**src/rtl/spi_flash_pkg.sv**
```systemverilog
// ============================================================================
//  Package     : spi_flash_pkg
//  Description : Shared opcodes, command encodings, FSM state type and helper
//                functions for the SPI serial-flash command sequencer.
//  Revision    : 1.0 - initial release
// ============================================================================
`default_nettype none

package spi_flash_pkg;

  // Flash opcodes shifted out in the command phase
  localparam logic [7:0] OP_RDID = 8'h9F;
  localparam logic [7:0] OP_RDSR = 8'h05;
  localparam logic [7:0] OP_READ = 8'h03;

  // Host-side cmd_op encodings
  localparam logic [1:0] CMD_RDID = 2'd0;
  localparam logic [1:0] CMD_RDSR = 2'd1;
  localparam logic [1:0] CMD_READ = 2'd2;
  localparam logic [1:0] CMD_RSVD = 2'd3;

  // Fixed data-phase lengths; nine bits so a 256-byte READ fits too
  localparam logic [8:0] RDID_BYTES = 9'd3;
  localparam logic [8:0] RDSR_BYTES = 9'd1;

  typedef enum logic [2:0] {
    ST_IDLE     = 3'd0,
    ST_CS_SETUP = 3'd1,
    ST_CMD      = 3'd2,
    ST_ADDR     = 3'd3,
    ST_DATA     = 3'd4,
    ST_CS_HOLD  = 3'd5
  } state_t;

  // Opcode byte for a (non-reserved) command encoding
  function automatic logic [7:0] opcode_of(input logic [1:0] op);
    case (op)
      CMD_RDID: opcode_of = OP_RDID;
      CMD_RDSR: opcode_of = OP_RDSR;
      default:  opcode_of = OP_READ;
    endcase
  endfunction

  // Number of data-phase bytes; READ length is carried as count-minus-one
  function automatic logic [8:0] data_bytes(input logic [1:0] op, input logic [7:0] len);
    case (op)
      CMD_RDID: data_bytes = RDID_BYTES;
      CMD_RDSR: data_bytes = RDSR_BYTES;
      default:  data_bytes = {1'b0, len} + 9'd1;
    endcase
  endfunction

endpackage

`default_nettype wire

```
**src/rtl/spi_flash_seq.sv**
```systemverilog
// ============================================================================
//  Module      : spi_flash_seq
//  Description : SPI serial-flash command sequencer. Accepts RDID / RDSR /
//                READ requests, drives a byte-level shift engine through a
//                start/done handshake, owns chip select and streams received
//                data bytes back to the host.
//  Revision    : 1.0 - initial release
// ============================================================================
`default_nettype none

module spi_flash_seq
  import spi_flash_pkg::*;
#(
  parameter int CS_GAP = 2
) (
  input  logic        clk,
  input  logic        reset,
  input  logic        cmd_valid,
  output logic        cmd_ready,
  input  logic [1:0]  cmd_op,
  input  logic [23:0] cmd_addr,
  input  logic [7:0]  cmd_len,
  output logic        rx_valid,
  output logic [7:0]  rx_data,
  output logic        cmd_done,
  output logic        cmd_err,
  output logic        SPICS_N,
  output logic        xfer_start,
  output logic [7:0]  xfer_tx,
  input  logic        xfer_done,
  input  logic [7:0]  xfer_rx
);

  // Last count value of a chip-select guard interval
  localparam logic [15:0] GAP_LAST = 16'(CS_GAP - 1);

  state_t      state, state_n;
  logic [1:0]  op_q, op_n;
  logic [23:0] addr_q, addr_n;
  logic [7:0]  len_q, len_n;
  logic [15:0] gap_cnt, gap_cnt_n;
  logic [8:0]  byte_cnt, byte_cnt_n;
  logic        busy, busy_n;
  logic        cs_n_n;
  logic        xfer_start_n;
  logic [7:0]  xfer_tx_n;
  logic        rx_valid_n;
  logic [7:0]  rx_data_n;
  logic        cmd_done_n;
  logic        cmd_err_n;
  logic [8:0]  data_last;

  // A request is only taken while nothing else is in flight
  assign cmd_ready = (state == ST_IDLE);

  // Index of the final data-phase byte for the latched command
  assign data_last = data_bytes(op_q, len_q) - 9'd1;

  // Next-state and next-output logic; every transfer state issues one byte
  // when idle and retires it on xfer_done, so only one byte is ever pending
  always_comb begin
    state_n      = state;
    op_n         = op_q;
    addr_n       = addr_q;
    len_n        = len_q;
    gap_cnt_n    = gap_cnt;
    byte_cnt_n   = byte_cnt;
    busy_n       = busy;
    cs_n_n       = SPICS_N;
    xfer_start_n = 1'b0;
    xfer_tx_n    = xfer_tx;
    rx_valid_n   = 1'b0;
    rx_data_n    = rx_data;
    cmd_done_n   = 1'b0;
    cmd_err_n    = 1'b0;

    case (state)
      ST_IDLE: begin
        if (cmd_valid) begin
          op_n   = cmd_op;
          addr_n = cmd_addr;
          len_n  = cmd_len;
          if (cmd_op == CMD_RSVD) begin
            cmd_err_n = 1'b1;
          end else begin
            cs_n_n    = 1'b0;
            gap_cnt_n = 16'd0;
            state_n   = ST_CS_SETUP;
          end
        end
      end

      ST_CS_SETUP: begin
        if (gap_cnt == GAP_LAST) begin
          gap_cnt_n  = 16'd0;
          byte_cnt_n = 9'd0;
          state_n    = ST_CMD;
        end else begin
          gap_cnt_n = gap_cnt + 16'd1;
        end
      end

      ST_CMD: begin
        if (!busy) begin
          xfer_start_n = 1'b1;
          xfer_tx_n    = opcode_of(op_q);
          busy_n       = 1'b1;
        end else if (xfer_done) begin
          busy_n     = 1'b0;
          byte_cnt_n = 9'd0;
          state_n    = (op_q == CMD_READ) ? ST_ADDR : ST_DATA;
        end
      end

      ST_ADDR: begin
        if (!busy) begin
          xfer_start_n = 1'b1;
          busy_n       = 1'b1;
          case (byte_cnt[1:0])
            2'd0:    xfer_tx_n = addr_q[23:16];
            2'd1:    xfer_tx_n = addr_q[15:8];
            default: xfer_tx_n = addr_q[7:0];
          endcase
        end else if (xfer_done) begin
          busy_n = 1'b0;
          if (byte_cnt == 9'd2) begin
            byte_cnt_n = 9'd0;
            state_n    = ST_DATA;
          end else begin
            byte_cnt_n = byte_cnt + 9'd1;
          end
        end
      end

      ST_DATA: begin
        if (!busy) begin
          xfer_start_n = 1'b1;
          xfer_tx_n    = 8'h00;
          busy_n       = 1'b1;
        end else if (xfer_done) begin
          busy_n     = 1'b0;
          rx_data_n  = xfer_rx;
          rx_valid_n = 1'b1;
          if (byte_cnt == data_last) begin
            byte_cnt_n = 9'd0;
            gap_cnt_n  = 16'd0;
            state_n    = ST_CS_HOLD;
          end else begin
            byte_cnt_n = byte_cnt + 9'd1;
          end
        end
      end

      ST_CS_HOLD: begin
        // CS_GAP low cycles, then one cycle with CS high and cmd_done,
        // so cmd_ready only rises after the completion pulse
        if (gap_cnt == GAP_LAST) begin
          cs_n_n     = 1'b1;
          cmd_done_n = 1'b1;
          gap_cnt_n  = gap_cnt + 16'd1;
        end else if (gap_cnt > GAP_LAST) begin
          gap_cnt_n = 16'd0;
          state_n   = ST_IDLE;
        end else begin
          gap_cnt_n = gap_cnt + 16'd1;
        end
      end

      default: begin
        cs_n_n  = 1'b1;
        busy_n  = 1'b0;
        state_n = ST_IDLE;
      end
    endcase
  end

  // State, datapath and registered outputs; reset parks chip select high
  always_ff @(posedge clk) begin
    if (reset) begin
      state      <= ST_IDLE;
      op_q       <= 2'd0;
      addr_q     <= 24'd0;
      len_q      <= 8'd0;
      gap_cnt    <= 16'd0;
      byte_cnt   <= 9'd0;
      busy       <= 1'b0;
      SPICS_N    <= 1'b1;
      xfer_start <= 1'b0;
      xfer_tx    <= 8'h00;
      rx_valid   <= 1'b0;
      rx_data    <= 8'h00;
      cmd_done   <= 1'b0;
      cmd_err    <= 1'b0;
    end else begin
      state      <= state_n;
      op_q       <= op_n;
      addr_q     <= addr_n;
      len_q      <= len_n;
      gap_cnt    <= gap_cnt_n;
      byte_cnt   <= byte_cnt_n;
      busy       <= busy_n;
      SPICS_N    <= cs_n_n;
      xfer_start <= xfer_start_n;
      xfer_tx    <= xfer_tx_n;
      rx_valid   <= rx_valid_n;
      rx_data    <= rx_data_n;
      cmd_done   <= cmd_done_n;
      cmd_err    <= cmd_err_n;
    end
  end

endmodule

`default_nettype wire

```
**config.mk**
```make
export PLATFORM = sky130hd
export DESIGN_NAME = spi_flash_seq
export DESIGN_NICKNAME = d
export VERILOG_FILES = /design/src/rtl/spi_flash_pkg.sv /design/src/rtl/spi_flash_seq.sv
export SDC_FILE = /design/constraint.sdc
export NUM_CORES = 1
export LEC_CHECK = 0
export CAP_MARGIN = 20
export CORE_MARGIN = 4
export CORE_UTILIZATION = 39
export DETAILED_ROUTE_END_ITERATION = 7
export SKIP_LAST_GASP = 1
export SYNTH_ARGS = -nofsm -noshare
export SYNTH_HDL_FRONTEND = slang
export SYNTH_SLANG_ARGS = --single-unit
```
**constraint.sdc**
```tcl
create_clock -name clk -period 2.9 [get_ports clk]
set_input_delay 0.58 -clock clk [delete_from_list [all_inputs] [get_ports clk]]
set_output_delay 0.58 -clock clk [all_outputs]
set_load 0.01 [all_outputs]
```
==> run metrics <==
CP Capture Type flip-flop; vias in the first global route between 4,000 and 5,000; residual DRC count 0; Synth top area share 38.0%; routed wl met2 around 5400 um; hold_ws 0.452 ns; initial antenna violation count 0; Via Count ~4,200; ANT nets after route 0; final wirelength between 10,000 and 15,000 um; dpl ws -0.0199 ns; Avg Cell Area, Syn 7.89 um^2; Cell Pwr Density ~650 mW/mm^2; Post-Synth Simple-Gate Area about a quarter; Post-synth EDFFs 0; crit-path max FO 16; Post-synth top flop dfxtp_1; placed inst area roughly 0.0053 mm^2; Area Growth Syn to Fin 27.0%; RSZ-0062 raised after global routing true; ys async rst share 0%; H-tree levels 3; io pins about 70; cell count after synthesis 561; most common cell in the netlist nand2_1; GRT Total Usage a little under a fifth; sequential fraction of the synthesis area a little under two fifths; final setup fails 0; clock-pin transition on the worst setup and hold timing paths 0.06 ns; synthesis warning total 0; nets a little under 700; adder-cell share of the synthesized area under 10%; largest family of logic cells by synthesized area simple AND/OR/NAND/NOR gates; Final Skew between 0.01 and 0.015 ns; port bufs 67; clk sink count 84; largest area contributor in the netlist dfxtp_1; Synth Cell Area 0.00443 mm^2; met1 wire length approximately 5200 um; clock tree root buffer cell clkbuf_16; largest net degree at the start of global routing 36; fin crit share a little over 90%; Yosys cell types 62; syn_nets between 600 and 700; Tmin final 2.71 ns; Clock Latency Late Sink around 0.35 ns; Antenna Diode Count 0; max-slew violations 0; global route overflow 0; crit path launch type flip-flop; HP Class flip-flop to flip-flop; Die Span Y 115 um; Overall Power 3.68 mW; Critical Path AT 2.96 ns; gpl congestion 0.846; WL met3 about 490 um; First DRT Iteration DRCs 230; Final Hold Fails 0; Crit path required time 3.15 ns; initial core utilization about two fifths; LEAKAGE 1.97 nW; Max-slew headroom between 30 and 40%; DPL Wire Length 8320 um; Yosys reg bits 84; VDD IR-drop max 309 uV; layout cells sized above 1 roughly a tenth; Least-Margin Pin Slew approximately 0.92 ns; Die W roughly 110 um; Avg Vias per Cell ~5.4; CTS tree done; ranking of synthesized cells by area dfxtp_1 38%, nand2_1 10%, a21oi_1 7.9%; critical path class flip-flop to flip-flop; fin worst setup slack approximately 0.19 ns; Post-Synth XOR/XNOR Area between 4 and 5%; max cap viols 0; post-route cell area roughly 0.0056 mm^2; Commonest cells post-synth 123 x nand2_1, 84 x dfxtp_1, 70 x a21oi_1; clock buffer depth 2; full die area 0.0131 mm^2; top sig layer met4; fmax approximately 0.37 GHz; clock buffer count from CTS 9; global-route wire length before repair 19,300 um; cell row count 38; compound-cell area share of the yosys netlist 23.8%; drt pass-1 iters 4; Avg WL per Cell 14.9 um; core area approximately 0.011 mm^2; status completed; Worst R2R Setup Slack about 0.19 ns; post-synthesis mux area share 0.735%
[flip-flops by register name (all words and copies together) (netlist names)]
signal	count
state	3
busy	1
rx_valid	1
byte_cnt	9
op_q	2
addr_q	24
rx_data	8
SPICS_N	1
gap_cnt	16
cmd_err	1
xfer_start	1
cmd_done	1
xfer_tx	8
len_q	8
[repair_timing]
action	4_1_cts	5_1_grt
hold buffers	0	0
pin swaps	1	0
cloned	0	0
gates resized for setup	0	3
endpoints found under the setup margin	7	8
setup buffers	1	0
[where the power goes]
group	switching (mW)	internal (mW)	leakage [nW]	total, mW
Combinational	0.580	0.432	1.13	1.01
Clock	0.461	0.804	0.160	1.26
Sequential	0.118	1.28	0.683	1.40
Total	1.16	2.52	1.97	3.68
[stage by stage]
| step | util, % | instances | setup TNS [ns] |
|---|---|---|---|
| after floorplan | - | 561 | 0 |
| after global placement | 47.9 | 748 | 0 |
| after detailed placement | 47.9 | 748 | -0.0312 |
| after CTS | 51.0 | 765 | 0 |
| after global routing | 51.2 | 765 | -0.0168 |
| final | 51.2 | 765 | 0 |
[worst max-delay path, cell delays in order (launching register included)]
cell and delay [ns]:
dfxtp_1 0.32, ha_1 0.31, a21oi_1 0.15, ha_1 0.19, a21boi_4 0.21, xnor3_1 0.31
and3_1 0.14, o2bb2a_1 0.29, nand4_1 0.16, o22ai_4 0.10, buf_12 0.17, a311oi_1 0.27
[layer usage]
metal / track usage, % / up-vias
li1: - / 2103
met1: 23.1 / 1946
met2: 29.5 / 86
met3: 4.02 / 21
met4: 7.36 / 0
met5: 0 / -
[placed cells by master (no fill, tap or decap), types with 11 or more instances in the layout]
| master | count |
|---|---|
| dfxtp_1 | 84 |
| nor2_1 | 33 |
| nand4_1 | 12 |
| clkdlybuf4s50_1 | 66 |
| nand2b_1 | 13 |
| a21oi_1 | 69 |
| nand2_1 | 123 |
| xnor2_1 | 11 |
| nor3_1 | 14 |
| and3_1 | 12 |
| buf_4 | 18 |
| inv_1 | 11 |
[worst paths after layout]
check | endpoint | cells past startpoint | from
setup reg to reg | gap_cnt[2]$_SDFFE_PP0P_ | 11 | len_q[0]$_SDFFE_PP0P_
hold reg to reg | rx_data[4]$_SDFFE_PP0P_ | 2 | rx_data[4]$_SDFFE_PP0P_
setup / recovery | gap_cnt[2]$_SDFFE_PP0P_ | 11 | len_q[0]$_SDFFE_PP0P_
hold / removal | rx_data[4]$_SDFFE_PP0P_ | 2 | rx_data[4]$_SDFFE_PP0P_
[cell type report]
cell class,count,area (um^2)
clock buffers,13,260
clock inverters,3,68.8
fillers,1048,5360
inverters,12,45.0
multi-input cells,426,2550
flip-flops and latches,84,1680
well taps,140,175
repair buffers,87,841
[logic make-up (layout without fill, tap and decap cells)]
group | after synthesis | in the layout
muxes | 3 | 3
xor gates and xnor gates | 22 | 22
AOI/OAI and AO/OA | 150 | 150
and+or+nand+nor | 242 | 242
adders and majority gates | 9 | 9
buffers and inverters | 51 | 115
DFF | 84 | 84
(Power assumes the default switching activity.)
